===== src/rtl/pe_array_ctrl_pkg.sv =====
// Shared types and constants for the pe_array sequencer and its operand buffers.
// Holds the FSM state codes, the issue-stage step descriptor and the buffer address widths.
package pe_array_ctrl_pkg;

   localparam int STEPS_DEF    = 8;
   localparam int ROWS_MAX_DEF = 16;
   localparam int IN_ADDR_W    = 4;
   localparam int J_W          = 3;
   localparam int WT_ADDR_W    = IN_ADDR_W + J_W;

   typedef logic [1:0] state_t;
   localparam state_t ST_IDLE  = 2'd0;
   localparam state_t ST_RUN   = 2'd1;
   localparam state_t ST_DRAIN = 2'd2;
   localparam state_t ST_DONE  = 2'd3;

   typedef struct packed {
      logic           valid;
      logic [J_W-1:0] j;
      logic           last;
   } step_desc_t;

endpackage


===== src/rtl/pe_step_counter.sv =====
// Nested row/step counter: j runs 0..STEPS-1 and carries into i.
// Counters advance only when hold is low; term flags the final (i, j) of the tile.
module pe_step_counter
   import pe_array_ctrl_pkg::*;
#(
   parameter int STEPS = STEPS_DEF
) (
   input  logic                 clk,
   input  logic                 rst,
   input  logic                 clr,
   input  logic                 hold,
   input  logic [IN_ADDR_W-1:0] i_last,
   output logic [IN_ADDR_W-1:0] i,
   output logic [J_W-1:0]       j,
   output logic                 last_row,
   output logic                 term
);

   localparam logic [J_W-1:0] J_LAST = J_W'(STEPS - 1);

   logic [IN_ADDR_W-1:0] i_q, i_d;
   logic [J_W-1:0]       j_q, j_d;

   always_comb begin
      i_d = i_q;
      j_d = j_q;
      if (clr) begin
         i_d = '0;
         j_d = '0;
      end else if (!hold) begin
         if (j_q == J_LAST) begin
            j_d = '0;
            i_d = i_q + 1'b1;
         end else begin
            j_d = j_q + 1'b1;
         end
      end
   end

   always_ff @(posedge clk) begin
      if (rst) begin
         i_q <= '0;
         j_q <= '0;
      end else begin
         i_q <= i_d;
         j_q <= j_d;
      end
   end

   assign i        = i_q;
   assign j        = j_q;
   assign last_row = (i_q == i_last);
   assign term     = last_row && (j_q == J_LAST);

endmodule


===== src/rtl/pe_array_ctrl.sv =====
// Tile sequencer for the 16-lane pe_array: issues operand reads, aligns add_number/keep/
// rounder_en with the returned data one cycle later, then waits for the rounder to finish.
module pe_array_ctrl
   import pe_array_ctrl_pkg::*;
#(
   parameter int STEPS     = STEPS_DEF,
   parameter int ROWS_MAX  = ROWS_MAX_DEF,
   parameter int DRAIN_TMO = 64
) (
   input  logic       clk,
   input  logic       rst,
   input  logic       start,
   input  logic [3:0] tile_k,
   input  logic       abort,
   input  logic       stall,
   output logic       busy,
   output logic       done,
   output logic       err,
   output logic       in_rd_en,
   output logic [3:0] in_rd_addr,
   output logic       wt_rd_en,
   output logic [6:0] wt_rd_addr,
   output logic [3:0] add_number,
   output logic       keep,
   output logic       rounder_en,
   input  logic       rounder_valid,
   input  logic [3:0] round_number
);

   localparam int                    TMO_W    = $clog2(DRAIN_TMO + 1);
   localparam logic [TMO_W-1:0]      TMO_LAST = TMO_W'(DRAIN_TMO - 1);
   localparam logic [3:0]            RN_LAST  = 4'(STEPS - 1);
   localparam logic [IN_ADDR_W-1:0]  K_FULL   = IN_ADDR_W'(ROWS_MAX - 1);

   state_t               state_q, state_d;
   logic [IN_ADDR_W-1:0] k_last_q, k_last_d;
   logic [TMO_W-1:0]     drain_cnt_q, drain_cnt_d;
   logic                 err_flag_q, err_flag_d;
   step_desc_t           desc_q, desc_d;
   logic [3:0]           add_hold_q, add_hold_d;

   logic                 rd;
   logic                 cnt_clr;
   logic [IN_ADDR_W-1:0] cur_i;
   logic [J_W-1:0]       cur_j;
   logic                 last_row;
   logic                 term;

   // An abort cycle issues no read so no orphan data reaches the array.
   assign rd      = (state_q == ST_RUN) && !stall && !abort;
   assign cnt_clr = abort || ((state_q == ST_IDLE) && start);

   pe_step_counter #(.STEPS(STEPS)) u_step_counter (
      .clk      (clk),
      .rst      (rst),
      .clr      (cnt_clr),
      .hold     (!rd),
      .i_last   (k_last_q),
      .i        (cur_i),
      .j        (cur_j),
      .last_row (last_row),
      .term     (term)
   );

   always_comb begin
      state_d     = state_q;
      k_last_d    = k_last_q;
      drain_cnt_d = drain_cnt_q;
      err_flag_d  = err_flag_q;
      case (state_q)
         ST_IDLE: begin
            if (start) begin
               state_d    = ST_RUN;
               k_last_d   = (tile_k == 4'd0) ? K_FULL : tile_k - 4'd1;
               err_flag_d = 1'b0;
            end
         end
         ST_RUN: begin
            if (rd && term) begin
               state_d     = ST_DRAIN;
               drain_cnt_d = '0;
            end
         end
         ST_DRAIN: begin
            if (rounder_valid && (round_number == RN_LAST)) begin
               state_d = ST_DONE;
            end else if (drain_cnt_q == TMO_LAST) begin
               state_d    = ST_DONE;
               err_flag_d = 1'b1;
            end else begin
               drain_cnt_d = drain_cnt_q + 1'b1;
            end
         end
         default: begin
            state_d     = ST_IDLE;
            drain_cnt_d = '0;
         end
      endcase
      if (abort) begin
         state_d     = ST_IDLE;
         drain_cnt_d = '0;
         err_flag_d  = 1'b0;
      end
   end

   // Issue stage: one descriptor per read, empty otherwise; add_number remembers the last step.
   always_comb begin
      desc_d = '0;
      if (rd) begin
         desc_d.valid = 1'b1;
         desc_d.j     = cur_j;
         desc_d.last  = last_row;
      end
      add_hold_d = desc_q.valid ? 4'(desc_q.j) : add_hold_q;
   end

   always_ff @(posedge clk) begin
      if (rst) begin
         state_q     <= ST_IDLE;
         k_last_q    <= '0;
         drain_cnt_q <= '0;
         err_flag_q  <= 1'b0;
         desc_q      <= '0;
         add_hold_q  <= '0;
      end else begin
         state_q     <= state_d;
         k_last_q    <= k_last_d;
         drain_cnt_q <= drain_cnt_d;
         err_flag_q  <= err_flag_d;
         desc_q      <= desc_d;
         add_hold_q  <= add_hold_d;
      end
   end

   assign busy       = (state_q != ST_IDLE);
   assign done       = (state_q == ST_DONE);
   assign err        = done && err_flag_q;
   assign in_rd_en   = rd;
   assign wt_rd_en   = rd;
   assign in_rd_addr = cur_i;
   assign wt_rd_addr = {cur_i, cur_j};
   assign add_number = desc_q.valid ? 4'(desc_q.j) : add_hold_q;
   assign keep       = !desc_q.valid;
   assign rounder_en = desc_q.valid && desc_q.last;

endmodule


===== config.mk =====
export PLATFORM = sky130hd
export DESIGN_NAME = pe_array_ctrl
export DESIGN_NICKNAME = d
export VERILOG_FILES = /design/src/rtl/pe_array_ctrl_pkg.sv /design/src/rtl/pe_step_counter.sv /design/src/rtl/pe_array_ctrl.sv
export SDC_FILE = /design/constraint.sdc
export NUM_CORES = 1
export LEC_CHECK = 0
export BUFFER_PORTS_ARGS = -buffer_cell sky130_fd_sc_hd__buf_2
export CAP_MARGIN = 30
export CORE_MARGIN = 4
export CORE_UTILIZATION = 57
export CTS_CLUSTER_DIAMETER = 150
export CTS_CLUSTER_SIZE = 28
export DETAILED_ROUTE_END_ITERATION = 16
export MAX_ROUTING_LAYER = met4
export PLACE_DENSITY_LB_ADDON = 0.2
export SETUP_SLACK_MARGIN = 0.02
export SYNTH_ARGS = -nofsm -noshare
export SYNTH_HDL_FRONTEND = slang
export SYNTH_SLANG_ARGS = --single-unit

===== constraint.sdc =====
create_clock -name clk -period 2.6 [get_ports clk]
set_clock_uncertainty 0.15 [all_clocks]
set_input_delay 0.39 -clock clk [delete_from_list [all_inputs] [get_ports clk]]
set_output_delay 0.39 -clock clk [all_outputs]
set_load 0.005 [all_outputs]

# Yosys cells after proc, flatten, opt, wreduce, memory -nomap -nowiden
# Index checks and enable logic that the tools add are counted.
# Widths: inputs -> output; s select.
# op_classes
n_bitwise,2
n_eq_ne,13
reduce_logical,24
n_mux,17
add_sub_neg,4
# op_table
operator,count
$mux 7,3
$pmux 7 s3,1
$logic_and 1x1->1,8
$mux 2,4
$mux 4,2
$ne 2x2->1 const B,4
$reduce_and 4->1,2
$add 7x1->7 const B,1
$eq 7x6->1 const B,1
$pmux 2 s3,1
$reduce_or 2->1,3
$mux 5,1
$add 4x1->4 const B,1
$eq 2x2->1 const B,2
$eq 4x3->1 const B,1
$eq 4x4->1,1
$logic_not 4->1,1
$reduce_and 2->1,2
$reduce_bool 2->1,2
$sub 4x1->4 const B,1
$add 3x1->3 const B,1
$eq 3x3->1 const B,1
$logic_not 1->1,3
$mux 1,3
other kinds (9),10
# totals
ff_bits,30
inputBits,14
word_cells,70
out_inout_bits,22

# Longest topological paths before layout
# Gate-level depths: netlist (run 1).
# logic_depth
word_depth,6
mapped_depth,8
mapped_depth_nobuf,7

# Hierarchy
# A second synthesis (run 1) with hierarchy kept.
# hier_totals
cells_unflattened,187
area_unflattened_um2,1650.3
# modules_own_cells
mod,area_per_inst_um2,cells_each,seq_area_each_um2,n_inst
pe_array_ctrl,1267.5,147,460.4,1
pe_step_counter,382.9,40,140.1,1

# Worst setup path before layout (run 1)
# OpenSTA, ideal clock, no wires.
# synth_timing
path_kind,flip-flop to flip-flop
startpoint,reg u_step_counter.j_q[0] (netlist: u_step_counter.j[0])
endpoint,reg drain_cnt_q[5]
t_arrival_ns,1.524
required_ns,2.324
synth_period_minus_slack_ns,1.800
path_stages_with_launch,9
path_buffers,1
setup_time_ns,0.126
slack_ns,0.800
path_cell_list,dfxtp_1 -> ha_1 -> ha_1 -> and4bb_4 -> nand2_2 -> o22ai_2 -> buf_6 -> mux2i_1 -> a21oi_1
# synth_between
elab_chain_len,5
# synth_lines
item,line,source
start: declaration,pe_step_counter.sv:22,"logic [J_W-1:0] j_q, j_d;"
start signal: assignment,pe_step_counter.sv:46,j_q <= j_d;
$eq 3x3->1,pe_step_counter.sv:53,assign term = last_row && (j_q == J_LAST);
$logic_and 1x1->1,pe_step_counter.sv:53,
$logic_and 1x1->1,pe_array_ctrl.sv:79,if (rd && term) begin
$ne 2x1->1 (no source line),-,
$reduce_and 4->1 (no source line),-,
end signal: assignment,pe_array_ctrl.sv:128,drain_cnt_q <= drain_cnt_d;
end: declaration,pe_array_ctrl.sv:37,"logic [TMO_W-1:0] drain_cnt_q, drain_cnt_d;"
# Every way passes these cells.
# A chain may end at the register's enable or synchronous reset.

# Final worst setup path (run 1)
# layout_timing
startpoint,reg state_q[1]
endpoint,out in_rd_en
# layout_between
elab_chain_len,3
# layout_lines
item,line,source
start: declaration,pe_array_ctrl.sv:35,"state_t state_q, state_d;"
start signal: assignment,pe_array_ctrl.sv:126,state_q <= state_d;
$eq 2x1->1,pe_array_ctrl.sv:50,assign rd = (state_q == ST_RUN) && !stall && !abort;
$logic_and 1x1->1 (2 in a row),pe_array_ctrl.sv:50,
end: declaration,pe_array_ctrl.sv:19,"output logic in_rd_en,"
# Every way passes these cells.

==> results of run 1 <==
worst min-delay path by stage:
stage               slack (ns)        endpoint           start
floorplan                 0.27  drain_cnt_q[6]  drain_cnt_q[6]
global placement          0.29  drain_cnt_q[6]  drain_cnt_q[6]
detailed placement        0.29  drain_cnt_q[6]  drain_cnt_q[6]
global route              0.23   add_hold_q[3]             rst
CTS                       0.20   add_hold_q[3]             rst
finish                    0.21   add_hold_q[3]             rst
cells in the mapped netlist (all sizes together), types with 4 or more instances:
library cell and number:
inv 8, buf 7, dfxtp 30, xnor2 7
nand2 17, ha 10, o21ai 6, a21oi 5
and2 6, nor2b 8, clkbuf 4, nor2 11
and3 4, nand4 7, nand3 6, mux2i 5
registers in the layout, indices dropped and copies added (netlist names):
signal and count:
err_flag_q 1, u_step_counter.i 4, k_last_q 4, drain_cnt_q 7
desc_q 5, state_q 2, add_hold_q 4, u_step_counter.j 3
per-layer routing:
metal | share of wire | vias to the layer above
li1 | - | 692
met1 | 0.44 | 616
met2 | 0.49 | 42
met3 | 0.057 | 8
met4 | 0.017 | 0
met5 | 0 | -
worst max-delay path, stage by stage (launching register included):
cell	delay [ns]
dfxtp_1	0.37
inv_1	0.10
ha_1	0.25
nor3b_4	0.37
buf_2	0.18
placed cells by master, fill, tap and decap left out, types with 4 or more instances in the layout:
master,netlist,routed
and3_1,4,4
mux2i_1,5,5
nor2b_1,8,8
buf_2,0,35
and2_1,6,6
o21ai_0,5,5
nand2_1,16,16
nand3_1,6,6
nand4_1,7,7
xnor2_1,7,7
nor2_1,11,11
inv_1,8,8
ha_1,10,10
clkbuf_4,0,5
a21oi_1,5,5
dfxtp_1,30,30
power by group:
part           switching (uW)  total [uW]  internal (uW)
registers                6.79         474            467
logic                    55.6        95.0           39.4
clock network             168         493            326
total                     230        1060            832
final cells by class:
class	instances	area share
clock inverters	2	0.03185
inverters	8	0.01593
multi-input cells	129	0.4891
repair buffers	36	0.09688
flip-flops and latches	30	0.3185
well taps	31	0.02057
clock buffers	6	0.02721
per-stage QoR:
stage | hold slack (ns) | setup slack, ns
2_1_floorplan | 0.2657 | 0.8002
3_3_place_gp | 0.2899 | 0.5940
3_5_place_dp | 0.2932 | 0.4651
4_1_cts | 0.1993 | 0.4435
5_1_grt | 0.2273 | 0.2464
6_report | 0.2095 | 0.4622
kinds of logic (layout without fill, tap and decap cells):
kind of cell / Yosys count / count (layout) / synth area share
AOI/OAI and AO/OA: 27 / 27 / 0.1166
xor gates and xnor gates: 9 / 9 / 0.04865
adders and majority gates: 10 / 10 / 0.07722
buffers and inverters: 19 / 52 / 0.06023
DFF: 30 / 30 / 0.3707
muxes: 8 / 8 / 0.05174
and+or+nand+nor: 75 / 75 / 0.2749
==> impl_metrics.py, run 1 <==
metrics = {
    "cells_and_area": {
        "design_area_sq_mm": 0.001886,
        "drive_gt1_frac": 0.2559,
        "areaGrowthSynthToFinish_pct": 16.37,
        "multiInputGateArea_sq_um": 922.1,
        "final_nets": 234,
        "fill_cells": 228,
        "seqCellArea_sq_um": 600.6,
        "diodes": 0,
        "fin_cells": 242,
        "final_core_util": 0.6897,
    },
    "critical_path": {
        "r2r_start": "u_step_counter.j[0]",
        "crit_path_start_kind": "flop",
        "endpoint_kind": "output port",
        "r2r-end": "drain_cnt_q[4]",
        "worstSetupPathType": "reg -> out",
        "regToRegSetupSlack_ns": 0.47,
        "crit_path_max_fanout": 7,
        "crit_arrival_ns": 1.60,
        "cp-startpoint": "state_q[1]",
        "cp.required_ns": 2.06,
        "reg2regPathDepth": 7,
        "crit_path_end": "in_rd_en",
    },
    "synthesis": {
        "async_flop_share": 0,
        "synth_area_per_cell_sq_um": 9.103,
        "yosysTopAreaCellShare": 0.3707,
        "ys_seq_area_frac": 0.3707,
        "syn-num-nets": 202,
        "ys_seq_elements": 30,
        "yosysTopAreaCell": "dfxtp_1",
        "yosys_warnings": 0,
        "synth_cell_types": 45,
        "synth_edf_count": 0,
        "syn_inst": 178,
        "synth-main-ff-cell": "dfxtp_1",
        "mappedNetlistArea_sq_mm": 0.001620,
        "synth.area.top_cells": "dfxtp_1 (37%), ha_1 (7.7%), xnor2_1 (3.8%)",
    },
    "clock_network": {
        "cts_buffer_depth": 2,
        "cts_resized": 0,
        "cts_setup_buffers": 0,
        "insertion_delay_ns": 0.34,
        "cts_htree_levels": 2,
        "ctsHoldBuffers": 0,
        "clock_sinks": 30,
        "numCtsBuffers": 5,
        "cts_tree": "done",
        "root_buffer": "clkbuf_4",
        "cts.reportedPaths.clkPinSlew_ns": 0.09,
    },
    "place": {
        "placed_area_sq_mm": 0.001774,
        "hpwl_um": 2633,
        "gp_congestion": 0.7746,
        "dpl.cell_count": 234,
        "numPortBuffers": 35,
    },
    "timing": {
        "tightest_slew_ns": 0.5852,
        "max_freq_mhz": 467.8,
        "slew_headroom": 0.6099,
        "maxSlewViolCount": 0,
        "fin_setup_tns_ns": 0,
        "fin_crit_ns": 2.138,
        "finalHoldViolCount": 0,
        "finalCritPeriodShare": 0.8222,
        "rsz0062_at_grt": "no",
        "setup_viol": 0,
    },
    "floorplan": {
        "fp.dieArea_sq_mm": 0.003760,
        "die_x_um": 61.32,
        "initial_utilization": 0.5927,
        "die_h_um": 61.32,
        "rows": 19,
        "ioPinCount": 36,
        "coreArea_sq_mm": 0.002734,
    },
    "run": {
        "drv_cap": 0,
    },
    "power": {
        "finalPower_uw": 1062,
        "powerDensity_mw_per_mm2": 563.3,
        "ir_drop_mv": 0.7099,
        "static-leakage-power_uw": 0.0008105,
    },
    "routing": {
        "drc_errors": 0,
        "wirelength_um": 3424,
        "drtAntennaViolNets": 0,
        "via_per_inst": 5.612,
        "drt_iter0_markers": 58,
        "vias": 1358,
        "dr.pass1.iters": 4,
        "avgRoutedWirePerCell_um": 14.15,
    },
    "run_status": {
        "status": "completed",
    },
    "grt": {
        "grt_usage": 0.2192,
        "grt-busiest-layer": "met2",
        "use_met1": 0.2584,
        "gr-total-overflow": 0,
        "grt_pass1_vias": 1298,
        "grt_pass1_wl_um": 5913,
        "grt_util_met3": 0.06918,
        "grt_max_degree": 13,
        "antenna_found_initial": 0,
        "grt_util_met2": 0.3520,
    },
    "worst_hold_path": {
        "hold_depth": 2,
        "holdCritPathClass": "in -> reg",
    },
}
(Power assumes the default switching activity.)
==> run 2: changes to the inputs <==
--- a/config.mk
+++ b/config.mk
@@ -5,10 +5,11 @@
 export SDC_FILE = /design/constraint.sdc
 export NUM_CORES = 1
 export LEC_CHECK = 0
+export ABC_AREA = 1
 export BUFFER_PORTS_ARGS = -buffer_cell sky130_fd_sc_hd__buf_2
 export CAP_MARGIN = 30
 export CORE_MARGIN = 4
-export CORE_UTILIZATION = 57
+export CORE_UTILIZATION = 53
 export CTS_CLUSTER_DIAMETER = 150
 export CTS_CLUSTER_SIZE = 28
 export DETAILED_ROUTE_END_ITERATION = 16
==> constraint.sdc (replaced) <==
create_clock -name clk -period 2.2 [get_ports clk]
set_clock_uncertainty 0.15 [all_clocks]
set_input_delay 0.33 -clock clk [delete_from_list [all_inputs] [get_ports clk]]
set_output_delay 0.33 -clock clk [all_outputs]
set_load 0.005 [all_outputs]
==> impl_metrics.py, run 2 <==
metrics = {
    "synthesis": {
        "yosys_warnings": 0,
        "synth.area.top_cells": "dfxtp_1 (37%), nand2_1 (13%), inv_1 (8.5%)",
        "ys_seq_area_frac": 0.3684,
        "synth_cell_types": 26,
        "mappedNetlistArea_sq_mm": 0.001630,
        "yosysMostFrequentCell": "nand2_1",
        "synth_edf_count": 0,
        "syn_inst": 231,
        "synth-main-ff-cell": "dfxtp_1",
        "yosysTopAreaCell": "dfxtp_1",
        "ys_top_cells_by_count": "nand2_1 (55), inv_1 (37), dfxtp_1 (30)",
        "async_flop_share": 0,
        "yosysTopAreaCellShare": 0.3684,
        "ys_seq_elements": 30,
        "synth_area_per_cell_sq_um": 7.058,
        "syn-num-nets": 255,
    },
    "floorplan": {
        "ioPinCount": 36,
        "die_h_um": 63.46,
        "coreArea_sq_mm": 0.002853,
        "fp.dieArea_sq_mm": 0.004027,
        "initial_utilization": 0.5715,
        "rows": 19,
        "die_x_um": 63.46,
    },
    "routing": {
        "wirelength_um": 3274,
        "via_per_inst": 5.010,
        "vias": 1493,
        "drc_errors": 0,
        "dr.pass1.iters": 4,
        "avgRoutedWirePerCell_um": 10.99,
        "drtAntennaViolNets": 0,
        "drt_iter0_markers": 66,
    },
    "clock_network": {
        "cts.reportedPaths.clkPinSlew_ns": 0.10,
        "cts_buffer_depth": 2,
        "numCtsBuffers": 5,
        "cts_setup_buffers": 0,
        "ctsHoldBuffers": 0,
        "cts_resized": 0,
        "cts_htree_levels": 2,
        "root_buffer": "clkbuf_4",
        "insertion_delay_ns": 0.34,
        "clock_sinks": 30,
        "cts_tree": "done",
    },
    "power": {
        "ir_drop_mv": 0.5214,
        "powerDensity_mw_per_mm2": 663.9,
        "static-leakage-power_uw": 0.0009571,
    },
    "cells_and_area": {
        "final_nets": 290,
        "fill_cells": 281,
        "largest_register": "drain_cnt_q",
        "diodes": 0,
        "reg.largest.list": "drain_cnt_q x7, desc_q x5",
        "layout_common_cells": "nand2_1 (55), inv_1 (37), buf_2 (35), dfxtp_1 (30), nor2_1 (21)",
        "drive_gt1_frac": 0.2135,
        "fin_cells": 298,
        "largest_register_ffs": 7,
        "final_common_cell": "nand2_1",
        "areaGrowthSynthToFinish_pct": 16.73,
        "multiInputGateArea_sq_um": 823.3,
        "seqCellArea_sq_um": 600.6,
    },
    "critical_path": {
        "endpoint_kind": "output port",
        "crit_arrival_ns": 1.43,
        "crit_path_start_kind": "flop",
        "cp.required_ns": 1.72,
        "crit_path_max_fanout": 10,
        "worstSetupPathType": "reg -> out",
    },
    "place": {
        "numPortBuffers": 35,
        "dpl.cell_count": 290,
        "hpwl_um": 2521,
        "gp_congestion": 0.8503,
    },
    "timing": {
        "max_freq_mhz": 522.4,
        "finalHoldViolCount": 0,
        "fin_crit_ns": 1.914,
        "slew_headroom": 0.8115,
        "rsz0062_at_grt": "no",
        "setup_viol": 0,
        "maxSlewViolCount": 0,
        "tightest_slew_ns": 0.2817,
        "fin_setup_tns_ns": 0,
        "finalCritPeriodShare": 0.8700,
    },
    "run_status": {
        "status": "completed",
    },
    "grt": {
        "grt_max_degree": 12,
        "grt_pass1_vias": 1378,
        "gr-total-overflow": 0,
        "antenna_found_initial": 0,
        "grt_pass1_wl_um": 5913,
        "grt_usage": 0.1914,
    },
    "worst_hold_path": {
        "holdCritPathClass": "in -> reg",
    },
    "run": {
        "drv_cap": 0,
    },
}
[run 2: cell count changes after synthesis, moves of 6 or more]
cell     delta
xnor2_1     -7
a21oi_1    +13
and2_1      -6
inv_1      +29
nor2_1     +10
nand2_1    +39
nor2b_1     -8
[run 2: per-stage QoR]
stage / power (uW) / utilization / hold slack [ns] / area, sq um / setup WS [ns]
global route: 1319 / 0.6671 / 0.03857 / 1903 / 0.1060
global placement: 683.7 / 0.6281 / 0.2792 / 1792 / 0.3903
finish: 1263 / 0.6671 / 0.02890 / 1903 / 0.2859
floorplan: 655.2 / - / 0.2656 / 1630 / 0.6207
CTS: 1274 / 0.6671 / 0.01764 / 1903 / 0.2761
detailed placement: 685.4 / 0.6281 / 0.2772 / 1792 / 0.3186
[run 2: path summary, 6_finish.rpt]
path            startpoint             end  slack (ns)  depth (start not counted)
max reg2reg     state_q[1]  drain_cnt_q[0]        0.30                          9
min              tile_k[0]     k_last_q[0]        0.03                          2
min reg2reg  add_hold_q[3]   add_hold_q[3]        0.29                          2
max             state_q[0]            busy        0.29                          4
[run 2: area by class of cell]
class                           instances  share of cell area
Inverter                               41             0.08087
Sequential cell                        30              0.3156
Clock inverter                          2             0.03156
Timing Repair Buffer                   35             0.09204
Multi-Input combinational cell        153              0.4326
Tap cell                               31             0.02038
Clock buffer                            6             0.02696
[run 2: critical path, stage by stage (launching register included)]
cell	delay (ns)
dfxtp_1	0.40
inv_1	0.10
ha_1	0.25
inv_2	0.19
buf_2	0.15
[run 2: cell families (layout without fill, tap and decap cells)]
logic type,count (synthesis),after routing,synth area share
fa+ha+maj,10,10,0.07675
simple gates,110,110,0.3170
buf+inv,48,84,0.1266
flops,30,30,0.3684
compound gates,33,33,0.1113
[run 2: layer usage]
layer,global-route usage,share of wire,up-vias
li1,-,-,803
met1,0.2282,0.47,658
met2,0.2947,0.46,27
met3,0.05861,0.044,5
met4,0.08895,0.021,0
met5,-,0,-
[run 2: report_power, final]
part | internal, uW | leakage [uW] | switching, uW
Clock | 385 | 0.0000585 | 205
Combinational | 41.0 | 0.000656 | 71.9
Sequential | 553 | 0.000243 | 7.97
Total | 978 | 0.000957 | 285
